`src/rtl/uart_cmd_link.sv`:
```
// Command serializer: sends {rw,addr,data} as two 8N1 frames (high byte first), then for reads
// receives one 8N1 response byte. Optional read timeout enabled by defining UART_CMD_TIMEOUT_EN.
module uart_cmd_link #(
    parameter int ADDR_WIDTH     = 7,
    parameter int DATA_WIDTH     = 8,
    parameter int CLKS_PER_BIT   = 16,
    parameter int TIMEOUT_CYCLES = 4096
) (
    input  logic                           PCLK,
    input  logic                           PRESET,
    input  logic [ADDR_WIDTH+DATA_WIDTH:0] cmd,
    input  logic                           uart_valid,
    output logic                           uart_ready,
    output logic                           tx,
    input  logic                           rx,
    output logic [DATA_WIDTH-1:0]          read_data,
    output logic                           read_valid,
    output logic                           frame_err,
    output logic                           rd_timeout
);

    localparam int CMD_W = ADDR_WIDTH + DATA_WIDTH + 1;
    localparam int CW    = $clog2(CLKS_PER_BIT);
    localparam int TO_W  = $clog2(TIMEOUT_CYCLES + 1);
    localparam logic [CW-1:0]   BIT_LAST  = CW'(CLKS_PER_BIT - 1);
    localparam logic [CW-1:0]   HALF_LAST = CW'(CLKS_PER_BIT / 2 - 1);
    localparam logic [TO_W-1:0] TO_LAST   = TO_W'(TIMEOUT_CYCLES - 1);
`ifdef UART_CMD_TIMEOUT_EN
    localparam bit TIMEOUT_EN = 1'b1;
`else
    localparam bit TIMEOUT_EN = 1'b0;
`endif

    typedef enum logic [2:0] {S_IDLE, S_TX_HI, S_TX_LO, S_RX_WAIT, S_RX_BYTE} state_t;

    state_t                r_state;
    logic [CMD_W-1:0]      r_cmd;
    logic [CW-1:0]         r_clk_cnt;
    logic [3:0]            r_bit_idx;
    logic [TO_W-1:0]       r_to_cnt;
    logic                  r_hunt;
    logic [1:0]            r_rx_sync;
    logic [DATA_WIDTH-1:0] r_rx_shift;
    logic                  r_tx;
    logic                  r_ready;
    logic [DATA_WIDTH-1:0] r_read_data;
    logic                  r_read_valid;
    logic                  r_frame_err;
    logic                  r_rd_timeout;

    logic                  w_rx;
    logic                  w_rw;
    logic [DATA_WIDTH-1:0] w_tx_byte;

    assign w_rx      = r_rx_sync[1];
    assign w_rw      = r_cmd[CMD_W-1];
    assign w_tx_byte = (r_state == S_TX_HI) ? r_cmd[CMD_W-1 -: DATA_WIDTH] : r_cmd[DATA_WIDTH-1:0];

    // Frame bit index: 0 = start, 1..8 = data LSB first, 9 = stop.
    function automatic logic f_frame_bit(input logic [DATA_WIDTH-1:0] b, input logic [3:0] idx);
        if (idx == 4'd0)
            return 1'b0;
        else if (idx >= 4'd9)
            return 1'b1;
        else
            return b[3'(idx - 4'd1)];
    endfunction

    always_ff @(posedge PCLK) begin
        if (PRESET) begin
            r_state      <= S_IDLE;
            r_cmd        <= '0;
            r_clk_cnt    <= '0;
            r_bit_idx    <= '0;
            r_to_cnt     <= '0;
            r_hunt       <= 1'b0;
            r_rx_sync    <= 2'b11;
            r_rx_shift   <= '0;
            r_tx         <= 1'b1;
            r_ready      <= 1'b1;
            r_read_data  <= '0;
            r_read_valid <= 1'b0;
            r_frame_err  <= 1'b0;
            r_rd_timeout <= 1'b0;
        end else begin
            r_rx_sync    <= {r_rx_sync[0], rx};
            r_read_valid <= 1'b0;
            r_frame_err  <= 1'b0;
            r_rd_timeout <= 1'b0;
            case (r_state)
                S_IDLE: begin
                    if (uart_valid && r_ready) begin
                        r_cmd     <= cmd;
                        r_state   <= S_TX_HI;
                        r_tx      <= 1'b0;
                        r_ready   <= 1'b0;
                        r_clk_cnt <= '0;
                        r_bit_idx <= '0;
                    end
                end
                S_TX_HI, S_TX_LO: begin
                    if (r_clk_cnt != BIT_LAST) begin
                        r_clk_cnt <= r_clk_cnt + 1'b1;
                    end else begin
                        r_clk_cnt <= '0;
                        if (r_bit_idx != 4'd9) begin
                            r_bit_idx <= r_bit_idx + 1'b1;
                            r_tx      <= f_frame_bit(w_tx_byte, r_bit_idx + 4'd1);
                        end else begin
                            r_bit_idx <= '0;
                            // Low frame starts right after the high stop bit, no idle gap.
                            if (r_state == S_TX_HI) begin
                                r_state <= S_TX_LO;
                                r_tx    <= 1'b0;
                            end else if (w_rw) begin
                                r_state <= S_IDLE;
                                r_ready <= 1'b1;
                            end else begin
                                r_state  <= S_RX_WAIT;
                                r_hunt   <= 1'b0;
                                r_to_cnt <= '0;
                            end
                        end
                    end
                end
                S_RX_WAIT: begin
                    r_to_cnt <= r_to_cnt + 1'b1;
                    if (r_hunt && r_clk_cnt == HALF_LAST && !w_rx) begin
                        r_state   <= S_RX_BYTE;
                        r_clk_cnt <= '0;
                        r_bit_idx <= '0;
                        r_hunt    <= 1'b0;
                    end else if (TIMEOUT_EN && r_to_cnt == TO_LAST) begin
                        r_state      <= S_IDLE;
                        r_ready      <= 1'b1;
                        r_read_data  <= '1;
                        r_read_valid <= 1'b1;
                        r_rd_timeout <= 1'b1;
                        r_hunt       <= 1'b0;
                    end else if (r_hunt) begin
                        // Line went back high before mid-start: false start, keep waiting.
                        if (r_clk_cnt == HALF_LAST)
                            r_hunt <= 1'b0;
                        else
                            r_clk_cnt <= r_clk_cnt + 1'b1;
                    end else if (!w_rx) begin
                        r_hunt    <= 1'b1;
                        r_clk_cnt <= '0;
                    end
                end
                S_RX_BYTE: begin
                    if (r_clk_cnt != BIT_LAST) begin
                        r_clk_cnt <= r_clk_cnt + 1'b1;
                    end else begin
                        r_clk_cnt <= '0;
                        if (r_bit_idx != 4'(DATA_WIDTH)) begin
                            r_rx_shift <= {w_rx, r_rx_shift[DATA_WIDTH-1:1]};
                            r_bit_idx  <= r_bit_idx + 1'b1;
                        end else begin
                            if (w_rx) begin
                                r_read_data  <= r_rx_shift;
                                r_read_valid <= 1'b1;
                            end else begin
                                r_frame_err <= 1'b1;
                            end
                            r_state <= S_IDLE;
                            r_ready <= 1'b1;
                        end
                    end
                end
                default: r_state <= S_IDLE;
            endcase
        end
    end

    assign uart_ready = r_ready;
    assign tx         = r_tx;
    assign read_data  = r_read_data;
    assign read_valid = r_read_valid;
    assign frame_err  = r_frame_err;
    assign rd_timeout = r_rd_timeout;

endmodule

```
`config.mk`:
```
export PLATFORM = sky130hd
export DESIGN_NAME = uart_cmd_link
export DESIGN_NICKNAME = d
export VERILOG_FILES = /design/src/rtl/uart_cmd_link.sv
export SDC_FILE = /design/constraint.sdc
export NUM_CORES = 1
export LEC_CHECK = 0
export CORE_MARGIN = 10
export CORE_UTILIZATION = 55
export DETAILED_ROUTE_END_ITERATION = 10
export GPL_TIMING_DRIVEN = 0
export PLACE_DENSITY = 0.8
export SYNTH_ARGS = -nofsm -noshare
export SYNTH_HDL_FRONTEND = slang
export SYNTH_SLANG_ARGS = --single-unit
```
`constraint.sdc`:
```
create_clock -name PCLK -period 2.8 [get_ports PCLK]
set_clock_uncertainty 0.05 [all_clocks]
set_input_delay 0.56 -clock PCLK [delete_from_list [all_inputs] [get_ports PCLK]]
set_output_delay 0.56 -clock PCLK [all_outputs]
set_load 0.02 [all_outputs]
```
**Word-level counts from Yosys, hierarchy flattened**

Cells that the tools add are included.

- Register bits after elaboration: 50
- Input port bits: 20
- Output and inout port bits: 13
- Logic and storage cells: 113

- $add $sub $neg: 3
- Magnitude comparators: 2
- Equal/unequal tests: 21
- Muxes and demuxes: 49
- Bitwise operators: 3
- Reductions and logical operators: 23

Operators by type and width:

| kind | number |
|---|---|
| $mux W4 | 11 |
| $mux W1 | 22 |
| $ne A2 B2 Y1 const B | 10 |
| $ne A4 B4 Y1 const B | 5 |
| $mux W3 | 6 |
| $pmux W4 S4 | 1 |
| $pmux W3 S4 | 1 |
| $pmux W4 S3 | 1 |
| $reduce_and A4 Y1 | 3 |
| $reduce_and A6 Y1 | 2 |
| $add A4 B1 Y4 const B | 2 |
| $mux W8 | 1 |
| $reduce_and A8 Y1 | 1 |
| $eq A3 B2 Y1 const B | 2 |
| $reduce_bool A3 Y1 | 2 |
| $reduce_and A5 Y1 | 1 |
| $eq A4 B3 Y1 const B | 1 |
| $ge A4 B4 Y1 const B | 1 |
| $logic_not A4 Y1 | 1 |
| $lt A3 B4 Y1 const B | 1 |
| $mux W2 | 2 |
| $pmux W1 S2 | 2 |
| $reduce_bool A2 Y1 | 2 |
| $reduce_bool A4 Y1 | 1 |
| 15 further kinds | 19 |

**Longest topological paths before layout**

Gate-level depths: netlist of run 1.

- Word-level depth: 9
- Gate-level depth with buffers: 8
- Gate-level depth less buffers: 7

**Worst setup path before layout of run 1**

Ideal clock, no wire load.

- Kind: reg-to-reg
- From: reg r_bit_idx[0]
- To: reg r_tx, in the netlist tx
- Setup time: 0.126 ns
- Arrival: 1.944 ns
- Data required time: 2.624 ns
- Slack: 0.680 ns
- Cell stages (with the launch flop): 8
- Buffers on the path: 1
- Clock period less this slack: 2.120 ns
- Path through: dfxtp_1 inv_1 ha_1 clkbuf_1 mux4_2 mux2i_1 o211a_1 a22oi_1

- Cells in the longest elaborated chain, start to end: 9
- Elaborated cells between the ends (all ways): 14
- Those cells by class: 2 x add/sub; 1 x order compare; 2 x eq/ne; 7 x mux; 2 x reduce/logical

Ends and longest elaborated chain:

| element | line | text |
|---|---|---|
| start: declaration | 39 | `logic [3:0] r_bit_idx;` |
| start signal: assignment | 107 | `r_bit_idx <= r_bit_idx + 1'b1;` |
| start signal: assignment | 158 | `r_bit_idx <= r_bit_idx + 1'b1;` |
| $add A4 B1 Y4 | 108 | `r_tx <= f_frame_bit(w_tx_byte, r_bit_idx + 4'd1);` |
| $sub A3 B1 Y3 | 66 | `return b[3'(idx - 4'd1)];` |
| $bmux W1 S3 | 66 |  |
| $mux W1 (not written as such) | 66 |  |
| $mux W1 | 63 | `else if (idx >= 4'd9)` |
| $mux W1 | 61 | `if (idx == 4'd0)` |
| $mux W1 | 106 | `if (r_bit_idx != 4'd9) begin` |
| $mux W1 | 102 | `if (r_clk_cnt != BIT_LAST) begin` |
| $pmux W1 S2 | 90 | `case (r_state)` |
| end signal: assignment | 108 |  |
| end: declaration | 44 | `logic r_tx;` |

Several ways; a longest one is shown, not always the timed one. The select of a mux whose other input is x is not followed.
A chain may end at the register's enable or synchronous reset.

**Worst setup path in the final report of run 1**

Ends and elaborated chain as after synthesis.

==> results of run 1 <==
-- worst paths after layout --
| check | from | cells after the start | endpoint | slack (ps) |
|---|---|---|---|---|
| setup / recovery | r_bit_idx[0] | 7 | tx | 380 |
| hold / removal | r_rx_sync[0] | 1 | r_rx_sync[1] | 370 |
| setup reg to reg | r_bit_idx[0] | 7 | tx | 380 |
| hold reg to reg | r_rx_sync[0] | 1 | r_rx_sync[1] | 370 |
-- registers in the layout (all words and copies together), names as in the netlist --
register / flops
r_bit_idx: 4
tx: 1
frame_err: 1
r_clk_cnt: 4
r_rx_shift: 8
read_data: 8
r_state: 3
r_cmd: 16
r_hunt: 1
r_rx_sync: 2
uart_ready: 1
read_valid: 1
-- through the flow --
step / total power, W / std cells
final: 0.00227 / 383
after global routing: 0.00241 / 383
after detailed placement: 0.00184 / 375
after global placement: 0.00182 / 375
after floorplan: 0.00162 / 292
after CTS: 0.00227 / 383
-- cell families after synthesis --
group / share of synthesized area
xor+xnor: 0.0173
simple gates: 0.222
mux: 0.121
compound gates: 0.169
flops: 0.395
fa+ha+maj: 0.0296
other cells: 0.00148
buf+inv: 0.0444
-- metal layers --
| layer | track usage | up-vias |
|---|---|---|
| met1 | 0.202 | 1015 |
| met4 | 0.0377 | 0 |
| met5 | 0 | - |
| met2 | 0.273 | 59 |
| li1 | - | 1101 |
| met3 | 0.0390 | 6 |
-- final cells by class --
| cell class | instances | area, sq um | share of cell area |
|---|---|---|---|
| Multi-Input combinational cell | 219 | 1420 | 0.474 |
| Sequential cell | 50 | 1000 | 0.333 |
| Timing Repair Buffer | 31 | 310 | 0.103 |
| Buffer | 17 | 90.1 | 0.0300 |
| Clock buffer | 6 | 72.6 | 0.0242 |
| Tap cell | 52 | 65.1 | 0.0217 |
| Inverter | 6 | 22.5 | 0.00750 |
| Clock inverter | 2 | 17.5 | 0.00584 |
-- placed cells by master (no fill, tap or decap), drive strengths merged, types with 4 or more instances in the layout --
| master | instances |
|---|---|
| nand2 | 52 |
| dfxtp | 50 |
| clkdlybuf4s50 | 31 |
| a21oi | 27 |
| mux2i | 24 |
| nor2 | 24 |
| clkbuf | 15 |
| o21ai | 11 |
| nand3 | 10 |
| buf | 8 |
| ha | 6 |
| inv | 6 |
| nand3b | 5 |
| nor3 | 4 |
| o21a | 4 |
-- power by group through the flow --
stage | clock network [W] | logic, W | registers, W
floorplan | 0 | 0.000738 | 0.000879
global placement | 0 | 0.000943 | 0.000880
detailed placement | 0 | 0.000958 | 0.000883
CTS | 0.000443 | 0.000964 | 0.000867
global route | 0.000465 | 0.00106 | 0.000882
finish | 0.000432 | 0.000967 | 0.000868
==> summary.txt, run 1 <==
CP delay by family, top: multiplexers
Post-synth EDFFs: 0
Synth area leaders: dfxtp_1 (39%), mux2i_1 (9.5%), nand2_1 (7.7%)
Max-slew violations: 0
Drt drc: 0
Post-route ant nets: 0
Total congestion overflow: 0
Initial Util: 0.575
Sequential power share: 0.383
Final min period: 2420 ps
WL met1: 2670 microns
Synthesized instance count: 292
Sequential area share after synthesis: 0.395
Routed wl met3: 359 microns
Synth cell types: 53
Highest metal used: met4
Final period util: 0.865
CTS tree: built
Max Cap Viol: 0
Global-route wire length before repair: 10,300 microns
Main flop type after synthesis: dfxtp_1
Sw Ratio: 0.382
Clock insertion delay at the later pin of the skew report: 300 ps
Max FO, Critical Path: 10
Post-CTS Resized: 0
WHS: 370 ps
Startpoint Class: flop
Port bufs: 31
I/O pins: 33
Core Region: 0.00441 sq mm
TritonRoute pass-1 iters: 4
Gpl congestion: 0.919
Worst path buffer plus inverter count: 2
H-tree Lvls: 2
Synth top area share: 0.395
Critical path arrival: 2560 ps
Most frequent cells after synthesis: nand2_1 (52), dfxtp_1 (50), a21oi_1 (26)
Clock Sink Count: 50
Critical path required time: 2930 ps
Design area: 0.00300 sq mm
CP cell instances: inv_1 -> ha_1 -> clkbuf_1 -> mux4_2 -> mux2i_1 -> o211a_1 -> a22oi_1
Post-CTS Setup Bufs: 0
Worst vdd ir: 0.000462 V
DR vias: 2,181
Metal2 WL: 2820 microns
Leak Pwr: 1.20 nW
Placement Rows: 24
Setup crit end kind: flop
DR vias/cell: 5.69
Die Ht: 87.9 microns
Cts hold-fix bufs: 0
Clock share of power: 0.190
Die area: 0.00773 sq mm
Fill cells: 353
Placed Area: 0.00291 sq mm
Largest net degree at the start of global routing: 17
Headroom to the max-slew limit: 0.633
Final Hold Fails: 0
Power Internal: 0.00140 W
Vias in the first global route: 2,244
Min-delay worst type: reg -> reg
Post-DP HPWL: 4390 microns
Antenna diode count: 0
Max incr delay on CP: 570 ps
Unrepaired setup endpoints after global routing: false
Iteration-0 DRC Markers: 184
Share of layout cells above drive strength 1: 0.0846
CTS clk-pin slew, worst paths: 90 ps
Top-count cell post-synth: nand2_1
Fin util: 0.680
Run status: complete, no violations
WL/cell: 15.4 microns
Routed wire length: 5900 microns
Mapped Nets: 318
Worst Max-Slew Pin Slew: 544 ps
Crit Path Class: reg -> reg
Clock buffer depth: 2
Comb pwr share: 0.427
Die X-Extent: 87.9 microns
Place WS: 394 ps
Ys Warns: 0
Initial antenna violation count: 0
CTS Root Cell: clkbuf_8
Post-synthesis register bit count: 50
GR Util All Layers: 0.162
Fmax achieved: 0.413 GHz
Switching pwr: 0.000866 W
Clock buffer count from CTS: 5
Final setup margin: 378 ps
Leading area contributor after synthesis: dfxtp_1
Fin nets: 356
Final setup vio count: 0
Setup TNS: 0 ps
Synthesized area per cell: 8.69 sq um
Layout area overhead: 18.4%
FFs w/ async S/R, synth: 0
Worst path slowest cell: mux4_2
Pwr dens: 755 mW/mm^2
Synth Cell Area: 0.00254 sq mm
(Power assumes the default switching activity.)
==> inputs of run 2 (changes only) <==
Settings changed: CORE_UTILIZATION 55 to 57, CTS_BUF_LIST set to sky130_fd_sc_hd__clkbuf_4, PLACE_DENSITY 0.8 to 0.82.
==> run 2 against run 1 <==
Against the previous run:
- core utilization grew 0.81 points
- wire length shrank 0.46%
- worst setup slack lost 100 ps
- via count grew 1.1%
- largest cell class unchanged
- cell area shrank 0.88%
- critical path depth is the same
- clock-buffer cell count shrank 1
- fmax shrank 4.0%
- non-clock buffer count is the same
- total power shrank 2.5%
- sequential cell count is the same
- combinational power is essentially flat
==> summary.txt, run 2 (synthesis gave the netlist of run 1 again) <==
Sequential power share: 0.394
Post-route ant nets: 0
Worst vdd ir: 0.000414 V
H-tree Lvls: 2
Placed cell count: 375
Final setup vio count: 0
Met1 Use GR: 0.209
GRT met2 Usage: 0.249
Headroom to the max-slew limit: 0.653
Setup TNS: 0 ps
Placement Rows: 24
Fmax achieved: 0.397 GHz
Drt drc: 0
Final period util: 0.901
WHS: 380 ps
Unrepaired setup endpoints after global routing: false
Initial Util: 0.587
Initial antenna violation count: 0
Iteration-0 DRC Markers: 113
CTS tree: built
Final non-filler cell total: 383
Post-DP HPWL: 4330 microns
Sw Ratio: 0.401
Sequential cell area: 0.00100 sq mm
CTS clk-pin slew, worst paths: 160 ps
Global-route wire length before repair: 10,100 microns
Setup crit end kind: flop
CTS Root Cell: clkbuf_4
Antenna diode count: 0
Cts hold-fix bufs: 0
Share of layout cells above drive strength 1: 0.0876
Core Region: 0.00432 sq mm
Max FO, Critical Path: 10
Clock buffer depth: 2
Min-delay worst type: reg -> reg
Busiest layer in global routing: met2
Critical path required time: 3030 ps
Die X-Extent: 86.7 microns
Final Total Pwr: 0.00221 W
Multi-input gate area: 0.00142 sq mm
Max-slew violations: 0
Startpoint Class: flop
Gpl congestion: 0.928
Run status: complete, no violations
Comb pwr share: 0.438
Post-CTS Resized: 0
Most frequent cells in the layout: nand2_1 (52), dfxtp_1 (50), clkdlybuf4s50_1 (31)
WL/cell: 15.3 microns
Clock insertion delay at the later pin of the skew report: 390 ps
Clock buffer count from CTS: 5
Die Ht: 86.7 microns
DR vias/cell: 5.76
Final Hold Fails: 0
Layout area overhead: 17.3%
Leak Pwr: 1.19 nW
Number of flip-flops in the largest register: 16
Commonest non-fill, non-tap cell in the layout: nand2_1
Largest net degree at the start of global routing: 19
Die area: 0.00752 sq mm
Fill cells: 380
Clock Sink Count: 50
Port bufs: 31
Crit Path Class: reg -> reg
Vias in the first global route: 2,152
Met3 Use GR: 0.0460
Final min period: 2520 ps
Total congestion overflow: 0
Max Cap Viol: 0
DR vias: 2,205
Largest reg by FF count: r_cmd
Pwr dens: 743 mW/mm^2
Routed wire length: 5870 microns
TritonRoute pass-1 iters: 4
GR Util All Layers: 0.162
Post-CTS Setup Bufs: 0
Power Internal: 0.00133 W
Worst Max-Slew Pin Slew: 515 ps
Fin nets: 356
Switching pwr: 0.000886 W
I/O pins: 33
Critical path arrival: 2750 ps
Clock share of power: 0.169
[run 2: changes by cell type in the layout (fill, tap and decap cells not counted), sizes merged]
cell,before,now
inv,6,7
clkbuf,15,14
[run 2: layout make-up]
| type | count | share of cell area |
|---|---|---|
| Clock buffer | 5 | 0.0126 |
| Timing Repair Buffer | 31 | 0.104 |
| Tap cell | 52 | 0.0219 |
| Buffer | 17 | 0.0303 |
| Inverter | 6 | 0.00757 |
| Clock inverter | 3 | 0.00883 |
| Multi-Input combinational cell | 219 | 0.478 |
| Sequential cell | 50 | 0.336 |
[run 2: path summary, 6_finish.rpt]
path / end / slack, ps / cells past startpoint / startpoint
max: tx / 280 / 7 / r_bit_idx[0]
min: r_rx_sync[1] / 380 / 1 / r_rx_sync[0]
max reg2reg: tx / 280 / 7 / r_bit_idx[0]
min reg2reg: r_rx_sync[1] / 380 / 1 / r_rx_sync[0]
[run 2: routing by layer]
metal	part of all wire	wire length, microns
met5	0	0
met4	0.014	82
met1	0.47	2760
met3	0.051	299
met2	0.46	2730
[run 2: critical path, cell delays in order, from the launching register on]
cell and delay, ps:
dfxtp_1 550, inv_1 200, ha_1 310, clkbuf_1 300
mux4_2 560, mux2i_1 230, o211a_1 160, a22oi_1 50
[run 2: power groups by stage]
| stage | clock (W) | combinational [W] | sequential (W) |
|---|---|---|---|
| floorplan | 0 | 0.000738 | 0.000879 |
| global placement | 0 | 0.000944 | 0.000880 |
| detailed placement | 0 | 0.000957 | 0.000886 |
| CTS | 0.000380 | 0.000962 | 0.000870 |
| global route | 0.000405 | 0.00106 | 0.000881 |
| finish | 0.000373 | 0.000968 | 0.000871 |
[run 2: stage by stage]
stage | setup WS (ps) | area (sq um) | utilization
floorplan | 680 | 2540 | -
global placement | 344 | 2910 | 0.673
detailed placement | 272 | 2910 | 0.673
CTS | 254 | 2980 | 0.688
global route | 93.2 | 2980 | 0.688
finish | 278 | 2980 | 0.688
